$ cat src/rtl/mem_access_ctrl_if.sv
// Core request/response and word-memory bus bundle for mem_access_ctrl.
// slave is the controller's view; master is the core/memory side driving it.
interface mem_access_ctrl_if;
  logic        req_valid;
  logic        req_ready;
  logic        req_wr;
  logic [1:0]  req_size;
  logic        req_unsigned;
  logic [15:0] req_addr;
  logic [31:0] req_wdata;
  logic        resp_valid;
  logic [31:0] resp_rdata;
  logic        resp_err;
  logic        busy;
  logic [15:0] mem_addr;
  logic        mem_enable;
  logic        mem_wr;
  logic [31:0] mem_wdata;
  logic [31:0] mem_rdata;
  logic        mem_ready;
  logic        mem_err;

  modport slave (
    input  req_valid, req_wr, req_size, req_unsigned, req_addr, req_wdata,
    input  mem_rdata, mem_ready, mem_err,
    output req_ready, resp_valid, resp_rdata, resp_err, busy,
    output mem_addr, mem_enable, mem_wr, mem_wdata
  );

  modport master (
    output req_valid, req_wr, req_size, req_unsigned, req_addr, req_wdata,
    output mem_rdata, mem_ready, mem_err,
    input  req_ready, resp_valid, resp_rdata, resp_err, busy,
    input  mem_addr, mem_enable, mem_wr, mem_wdata
  );
endinterface

$ cat src/rtl/mem_access_ctrl.sv
// Load/store to word-only stalling memory bridge: lane extract, byte/half RMW, wait timeout.
// Optional MEMCTL_STALL_COUNT_EN adds a saturating stall_count output.
module mem_access_ctrl #(
  parameter int MAX_WAIT = 64,
  parameter int CNT_W    = 8
) (
  input  logic clk,
  input  logic rst_n,
  mem_access_ctrl_if.slave bus
`ifdef MEMCTL_STALL_COUNT_EN
  ,
  output logic [31:0] stall_count
`endif
);

  typedef enum logic [2:0] {
    IDLE      = 3'd0,
    READ      = 3'd1,
    WRITE     = 3'd2,
    RMW_READ  = 3'd3,
    RMW_WRITE = 3'd4
  } state_t;

  localparam logic TIMEOUT_EN = (MAX_WAIT != 0);

  state_t      state_r, state_nx_s;
  logic [15:0] addr_r, addr_nx_s;
  logic [1:0]  size_r, size_nx_s;
  logic        uns_r, uns_nx_s;
  logic [31:0] wdata_r, wdata_nx_s;
  logic [CNT_W-1:0] cnt_r, cnt_nx_s, wait_inc_s;
  logic        resp_valid_r, resp_valid_nx_s;
  logic        resp_err_r, resp_err_nx_s;
  logic [31:0] resp_rdata_r, resp_rdata_nx_s;
  logic        timeout_s;
  logic        mem_enable_s, mem_wr_s;

  function automatic logic size_illegal(input logic [1:0] size, input logic [1:0] offs);
    logic res;
    case (size)
      2'b00:   res = 1'b0;
      2'b01:   res = offs[0];
      2'b10:   res = (offs != 2'b00);
      default: res = 1'b1;
    endcase
    return res;
  endfunction

  function automatic logic [31:0] lane_extract(input logic [31:0] word, input logic [1:0] size,
                                               input logic [1:0] offs, input logic uns);
    logic [7:0]  b;
    logic [15:0] h;
    logic [31:0] res;
    case (offs)
      2'b00:   b = word[7:0];
      2'b01:   b = word[15:8];
      2'b10:   b = word[23:16];
      default: b = word[31:24];
    endcase
    h = offs[1] ? word[31:16] : word[15:0];
    case (size)
      2'b00:   res = uns ? {24'h000000, b} : {{24{b[7]}}, b};
      2'b01:   res = uns ? {16'h0000, h} : {{16{h[15]}}, h};
      default: res = word;
    endcase
    return res;
  endfunction

  function automatic logic [31:0] lane_merge(input logic [31:0] word, input logic [31:0] data,
                                             input logic [1:0] size, input logic [1:0] offs);
    logic [31:0] res;
    res = word;
    if (size == 2'b00) begin
      case (offs)
        2'b00:   res[7:0]   = data[7:0];
        2'b01:   res[15:8]  = data[7:0];
        2'b10:   res[23:16] = data[7:0];
        default: res[31:24] = data[7:0];
      endcase
    end else if (offs[1]) begin
      res[31:16] = data[15:0];
    end else begin
      res[15:0] = data[15:0];
    end
    return res;
  endfunction

  assign wait_inc_s = cnt_r + CNT_W'(1);
  assign timeout_s  = TIMEOUT_EN && (wait_inc_s == CNT_W'(MAX_WAIT));

  // Next-state, capture and response decode
  always_comb begin
    state_nx_s      = state_r;
    addr_nx_s       = addr_r;
    size_nx_s       = size_r;
    uns_nx_s        = uns_r;
    wdata_nx_s      = wdata_r;
    cnt_nx_s        = cnt_r;
    resp_valid_nx_s = 1'b0;
    resp_err_nx_s   = 1'b0;
    resp_rdata_nx_s = 32'h0000_0000;
    case (state_r)
      IDLE: begin
        if (bus.req_valid) begin
          addr_nx_s  = bus.req_addr;
          size_nx_s  = bus.req_size;
          uns_nx_s   = bus.req_unsigned;
          wdata_nx_s = bus.req_wdata;
          cnt_nx_s   = {CNT_W{1'b0}};
          if (size_illegal(bus.req_size, bus.req_addr[1:0])) begin
            resp_valid_nx_s = 1'b1;
            resp_err_nx_s   = 1'b1;
          end else if (!bus.req_wr) begin
            state_nx_s = READ;
          end else if (bus.req_size == 2'b10) begin
            state_nx_s = WRITE;
          end else begin
            state_nx_s = RMW_READ;
          end
        end else begin
          state_nx_s = IDLE;
        end
      end
      READ, WRITE, RMW_READ, RMW_WRITE: begin
        if (!bus.mem_ready) begin
          if (timeout_s) begin
            state_nx_s      = IDLE;
            resp_valid_nx_s = 1'b1;
            resp_err_nx_s   = 1'b1;
          end else begin
            cnt_nx_s = wait_inc_s;
          end
        end else if (bus.mem_err) begin
          state_nx_s      = IDLE;
          resp_valid_nx_s = 1'b1;
          resp_err_nx_s   = 1'b1;
        end else if (state_r == READ) begin
          state_nx_s      = IDLE;
          resp_valid_nx_s = 1'b1;
          resp_rdata_nx_s = lane_extract(bus.mem_rdata, size_r, addr_r[1:0], uns_r);
        end else if (state_r == RMW_READ) begin
          state_nx_s = RMW_WRITE;
          wdata_nx_s = lane_merge(bus.mem_rdata, wdata_r, size_r, addr_r[1:0]);
          cnt_nx_s   = {CNT_W{1'b0}};
        end else begin
          state_nx_s      = IDLE;
          resp_valid_nx_s = 1'b1;
        end
      end
      default: state_nx_s = IDLE;
    endcase
  end

  // State register
  always_ff @(posedge clk or negedge rst_n) begin
    if (!rst_n) begin
      state_r <= IDLE;
    end else begin
      state_r <= state_nx_s;
    end
  end

  // Captured request, wait counter and registered response
  always_ff @(posedge clk or negedge rst_n) begin
    if (!rst_n) begin
      addr_r       <= 16'h0000;
      size_r       <= 2'b00;
      uns_r        <= 1'b0;
      wdata_r      <= 32'h0000_0000;
      cnt_r        <= {CNT_W{1'b0}};
      resp_valid_r <= 1'b0;
      resp_err_r   <= 1'b0;
      resp_rdata_r <= 32'h0000_0000;
    end else begin
      addr_r       <= addr_nx_s;
      size_r       <= size_nx_s;
      uns_r        <= uns_nx_s;
      wdata_r      <= wdata_nx_s;
      cnt_r        <= cnt_nx_s;
      resp_valid_r <= resp_valid_nx_s;
      resp_err_r   <= resp_err_nx_s;
      resp_rdata_r <= resp_rdata_nx_s;
    end
  end

  // Memory strobes follow the state register so reset drops them at once
  assign mem_enable_s   = (state_r != IDLE);
  assign mem_wr_s       = (state_r == WRITE) || (state_r == RMW_WRITE);
  assign bus.mem_enable = mem_enable_s;
  assign bus.mem_wr     = mem_wr_s;
  assign bus.mem_wdata  = mem_wr_s ? wdata_r : 32'h0000_0000;
  assign bus.mem_addr   = {addr_r[15:2], 2'b00};
  assign bus.req_ready  = (state_r == IDLE);
  assign bus.busy       = (state_r != IDLE);
  assign bus.resp_valid = resp_valid_r;
  assign bus.resp_err   = resp_err_r;
  assign bus.resp_rdata = resp_rdata_r;

`ifdef MEMCTL_STALL_COUNT_EN
  logic [31:0] stall_count_r;

  // Saturating count of enabled cycles spent waiting on the memory
  always_ff @(posedge clk or negedge rst_n) begin
    if (!rst_n) begin
      stall_count_r <= 32'h0000_0000;
    end else if (mem_enable_s && !bus.mem_ready && (stall_count_r != 32'hFFFF_FFFF)) begin
      stall_count_r <= stall_count_r + 32'd1;
    end else begin
      stall_count_r <= stall_count_r;
    end
  end

  assign stall_count = stall_count_r;
`endif

endmodule

$ cat src/flat_wrapper.sv
// flat-port wrapper written by rule: the top's interface ports become plain ports
module mem_access_ctrl_flat 
#(
  parameter int MAX_WAIT = 64,
  parameter int CNT_W    = 8
)
  (clk, rst_n, bus_req_valid, bus_req_wr, bus_req_size, bus_req_unsigned, bus_req_addr, bus_req_wdata, bus_mem_rdata, bus_mem_ready, bus_mem_err, bus_req_ready, bus_resp_valid, bus_resp_rdata, bus_resp_err, bus_busy, bus_mem_addr, bus_mem_enable, bus_mem_wr, bus_mem_wdata);
  mem_access_ctrl_if bus_i ();
  input  logic clk;
  input  logic rst_n;
  input wire logic [$bits(bus_i.req_valid)-1:0] bus_req_valid;
  input wire logic [$bits(bus_i.req_wr)-1:0] bus_req_wr;
  input wire logic [$bits(bus_i.req_size)-1:0] bus_req_size;
  input wire logic [$bits(bus_i.req_unsigned)-1:0] bus_req_unsigned;
  input wire logic [$bits(bus_i.req_addr)-1:0] bus_req_addr;
  input wire logic [$bits(bus_i.req_wdata)-1:0] bus_req_wdata;
  input wire logic [$bits(bus_i.mem_rdata)-1:0] bus_mem_rdata;
  input wire logic [$bits(bus_i.mem_ready)-1:0] bus_mem_ready;
  input wire logic [$bits(bus_i.mem_err)-1:0] bus_mem_err;
  output wire logic [$bits(bus_i.req_ready)-1:0] bus_req_ready;
  output wire logic [$bits(bus_i.resp_valid)-1:0] bus_resp_valid;
  output wire logic [$bits(bus_i.resp_rdata)-1:0] bus_resp_rdata;
  output wire logic [$bits(bus_i.resp_err)-1:0] bus_resp_err;
  output wire logic [$bits(bus_i.busy)-1:0] bus_busy;
  output wire logic [$bits(bus_i.mem_addr)-1:0] bus_mem_addr;
  output wire logic [$bits(bus_i.mem_enable)-1:0] bus_mem_enable;
  output wire logic [$bits(bus_i.mem_wr)-1:0] bus_mem_wr;
  output wire logic [$bits(bus_i.mem_wdata)-1:0] bus_mem_wdata;
  assign bus_i.req_valid = bus_req_valid;
  assign bus_i.req_wr = bus_req_wr;
  assign bus_i.req_size = bus_req_size;
  assign bus_i.req_unsigned = bus_req_unsigned;
  assign bus_i.req_addr = bus_req_addr;
  assign bus_i.req_wdata = bus_req_wdata;
  assign bus_i.mem_rdata = bus_mem_rdata;
  assign bus_i.mem_ready = bus_mem_ready;
  assign bus_i.mem_err = bus_mem_err;
  assign bus_req_ready = bus_i.req_ready;
  assign bus_resp_valid = bus_i.resp_valid;
  assign bus_resp_rdata = bus_i.resp_rdata;
  assign bus_resp_err = bus_i.resp_err;
  assign bus_busy = bus_i.busy;
  assign bus_mem_addr = bus_i.mem_addr;
  assign bus_mem_enable = bus_i.mem_enable;
  assign bus_mem_wr = bus_i.mem_wr;
  assign bus_mem_wdata = bus_i.mem_wdata;
  mem_access_ctrl #(.MAX_WAIT(MAX_WAIT), .CNT_W(CNT_W)) u_core (.clk(clk), .rst_n(rst_n), .bus(bus_i));
endmodule
$ cat config.mk
export PLATFORM = sky130hd
export DESIGN_NAME = mem_access_ctrl_flat
export DESIGN_NICKNAME = d
export VERILOG_FILES = /design/src/rtl/mem_access_ctrl_if.sv /design/src/rtl/mem_access_ctrl.sv /design/src/flat_wrapper.sv
export SDC_FILE = /design/constraint.sdc
export NUM_CORES = 1
export LEC_CHECK = 0
export CORE_AREA = 8 8 113 115
export CTS_CLUSTER_DIAMETER = 150
export DETAILED_ROUTE_END_ITERATION = 10
export DIE_AREA = 0 0 121 123
export HOLD_SLACK_MARGIN = 0.02
export MAX_ROUTING_LAYER = met4
export PLACE_DENSITY = 0.93
export SLEW_MARGIN = 40
export SYNTH_ARGS = -nofsm -noshare
export SYNTH_HDL_FRONTEND = slang
export SYNTH_SLANG_ARGS = --single-unit
$ cat constraint.sdc
create_clock -name clk -period 4.4 [get_ports clk]
set_input_delay 0.88 -clock clk [delete_from_list [all_inputs] [get_ports clk]]
set_output_delay 0.88 -clock clk [all_outputs]
set_load 0.01 [all_outputs]
==> impl_metrics.yaml <==
worst_setup_path:
  r2r_slack_ps: 1650
  end_kind: "output pin"
  r2r_cells: 4
  worstReg2RegEnd: "u_core.wdata_r[12]$_DFFE_PN0P_"
  rr_startpoint: "u_core.state_r[0]$_DFFE_PN0P_"
  critPathArrivalTime_ps: 2760
  start_kind: "flop"
  required_ps: 3520
  path_max_fanout: 26
  path_class: "reg -> out"
timing:
  rsz0062_at_grt: "no"
  setup_viol: 0
  fin_skew_ps: 6.092
  drv_slew: 0
  worst_pin_slew_ps: 859.6
  finalSetupTns_ps: 0
  max_slew_margin: 0.4263
  fin_crit_ps: 3642
  max_freq_mhz: 274.5
  hold_violations: 0
  post-route-period-util: 0.8278
finish:
  n_antenna_cell: 0
  drive_above_1_share: 0.08051
  final_design_area_no_fill_um2: 7158
  nets: 795
  syn_to_final_growth_pct: 37.49
  fillCellCount: 915
  multi_input_area_um2: 2412
  regArea_um2: 2402
  layoutNonFillerInstCount: 851
power:
  pwr-share-seq: 0.412
  power_frac_clock: 0.244
  p_sw_frac: 0.3526
  p_leak_uw: 0.003129
  p_int_uw: 1924
  combPwrFrac: 0.345
  power_density_nw_per_um2: 415.3
  ir_drop_v: 0.0002056
  p_sw_uw: 1048
global_route:
  grt_pass1_wl_um: 27100
  antenna_found_initial: 0
  grt-ovfl-total: 0
  grt_pass1_vias: 5047
  grt-busiest-layer: "met2"
  grt_max_degree: 41
  grtUsageMet2: 0.4066
  grtUsageMet3: 0.05571
  use_met1: 0.2780
  grt_use_total: 0.2417
cts:
  cts_resized: 0
  cts_post_setup_buffers_inserted: 0
  clk_latency_ps: 350
  cts.htree.levels: 3
  hold_buffers: 0
  numClockSinks: 96
  cts_made_buffers: 9
  cts_tree: "yes"
  ctsRootBufferMaster: "clkbuf_16"
  clockBufferDepth: 2
  clk_pin_slew_ps: 60
outcome:
  status: "finished, final reports clean"
yosys:
  synth_edf_count: 0
  ys_warn_count: 0
  synthTopCellsByArea: "dfrtp_1 46%, nand2_1 6.0%, o21ai_0 5.9%"
  ys_ff_latch: 96
  synthArstFlopShare: 1.000
  yosysSeqAreaShare: 0.4614
  syn-instance-count: 567
  synth.distinct_cells: 62
  yosys.area.top_type: "dfrtp_1"
  syn_area_um2: 5206
  ys.flop_type: "dfrtp_1"
  synth_most_common_cell: "dfrtp_1"
  yosys-top-cells-count: "96 x dfrtp_1, 83 x nand2_1, 61 x o21ai_0"
  avgSynthCellArea_um2: 9.182
  synth_top_cell_area_share: 0.4614
routing:
  ant_nets: 0
  drtIter0Drc: 474
  vias: 4948
  drt-pass1-iter-count: 5
  finalWirelength_um: 17630
  vias_per_cell: 5.814
  drc: 0
  wire_per_inst_um: 20.72
placement:
  placed_cells: 837
  hpwl_um: 13300
  gp_congestion: 0.8898
  post_dp_cell_area_um2: 6895
  portBuffers: 172
floorplan:
  die_area_um2: 14880
  die_height_um: 123
  initial_core_util: 0.4700
  die_x_um: 121
  core_um2: 11080
  placementRows: 39
  pin_count: 175
hold_path:
  hold_path.class: "in -> async"
run:
  max-cap-violations: 0
==> registers in the layout, summed over array words and instances, names as in the netlist <==
register	flops
u_core.bus.resp_rdata	32
u_core.wdata_r	32
u_core.addr_r	16
u_core.cnt_r	8
u_core.state_r	3
u_core.size_r	2
u_core.bus.resp_err	1
u_core.bus.resp_valid	1
u_core.uns_r	1
==> stage by stage <==
stage	utilization	hold WS (ps)	total power (uW)	setup WS, ps
after CTS	0.6462	461.0	2978	810.2
after floorplan	-	441.8	1816	1982
after global placement	0.6218	457.6	2214	1027
after global routing	0.6462	476.1	3129	633.9
after detailed placement	0.6225	461.3	2253	1147
final	0.6462	448.1	2973	757.5
==> power groups by stage <==
stage | logic [uW] | registers, uW | clock network (uW)
final | 1020 | 1220 | 724
after global routing | 1110 | 1250 | 769
after CTS | 1020 | 1220 | 734
after detailed placement | 1020 | 1240 | 0
after global placement | 989 | 1220 | 0
after floorplan | 650 | 1170 | 0
==> how the worst max path moves through the flow <==
stage,start,endpoint,slack [ps],cells after the start
2_1_floorplan,u_core.state_r[1]$_DFFE_PN0P_,bus_mem_wdata[22],1980,5
3_3_place_gp,u_core.state_r[1]$_DFFE_PN0P_,bus_mem_wdata[7],1030,4
3_5_place_dp,bus_req_valid,u_core.wdata_r[7]$_DFFE_PN0P_,1150,5
4_1_cts,u_core.state_r[1]$_DFFE_PN0P_,bus_mem_wdata[7],810,4
5_1_grt,u_core.state_r[1]$_DFFE_PN0P_,bus_mem_wdata[7],630,4
6_report,u_core.state_r[1]$_DFFE_PN0P_,bus_mem_wdata[7],760,4
==> cell usage in the layout (no fill, tap or decap), types with 2 or more instances in the layout <==
cell type and n:
dfrtp_1 96, a21o_1 2, inv_1 31, a21oi_1 32, nand2_1 83, o21ai_1 14, and3_1 11, mux2i_1 24
a31oi_1 7, or3b_1 2, a21boi_0 2, nand3b_1 2, a221o_1 2, a41oi_1 2, nor2_1 12, mux2_2 16
nor3_1 10, o21a_1 2, o21ai_0 61, o2bb2ai_1 2, and2_1 28, clkbuf_16 9, a211oi_1 10, buf_4 9
nor2_2 2, clkdlybuf4s50_1 171, conb_1 2, a221oi_1 7, clkinvlp_4 2, o221a_2 7, nand3_1 7, a211o_1 2
or3_1 5, mux2_1 2, nand2b_1 2
==> logic make-up after synthesis <==
group                      share of synthesized area
DFF                                           0.4614
buffers and inverters                        0.07859
and+or+nand+nor                               0.1646
AOI/OAI and AO/OA                             0.2012
xor gates and xnor gates                    0.001683
adders and majority gates                   0.002403
other                                      0.0007203
muxes                                        0.08940
==> per-layer routing <==
| layer | share of wire | up-vias | wire (um) |
|---|---|---|---|
| met1 | 0.39 | 2414 | 6844 |
| li1 | - | 2245 | - |
| met2 | 0.50 | 251 | 8798 |
| met4 | 0.029 | 0 | 503 |
| met3 | 0.084 | 38 | 1484 |
| met5 | 0 | - | 0 |
==> cell type report <==
type | instances | area share
Clock buffer | 11 | 0.03391
Clock inverter | 3 | 0.002797
Inverter | 32 | 0.01713
Multi-Input combinational cell | 386 | 0.3370
Sequential cell | 96 | 0.3356
Tap cell | 143 | 0.02500
Timing Repair Buffer | 180 | 0.2486
==> critical path, cell delays in order (launching register included) <==
cell,delay [ps]
dfrtp_1,570
xnor2_1,290
nor2_2,730
and2_1,260
clkdlybuf4s50_1,560
Power figures use the tool's default switching activity.
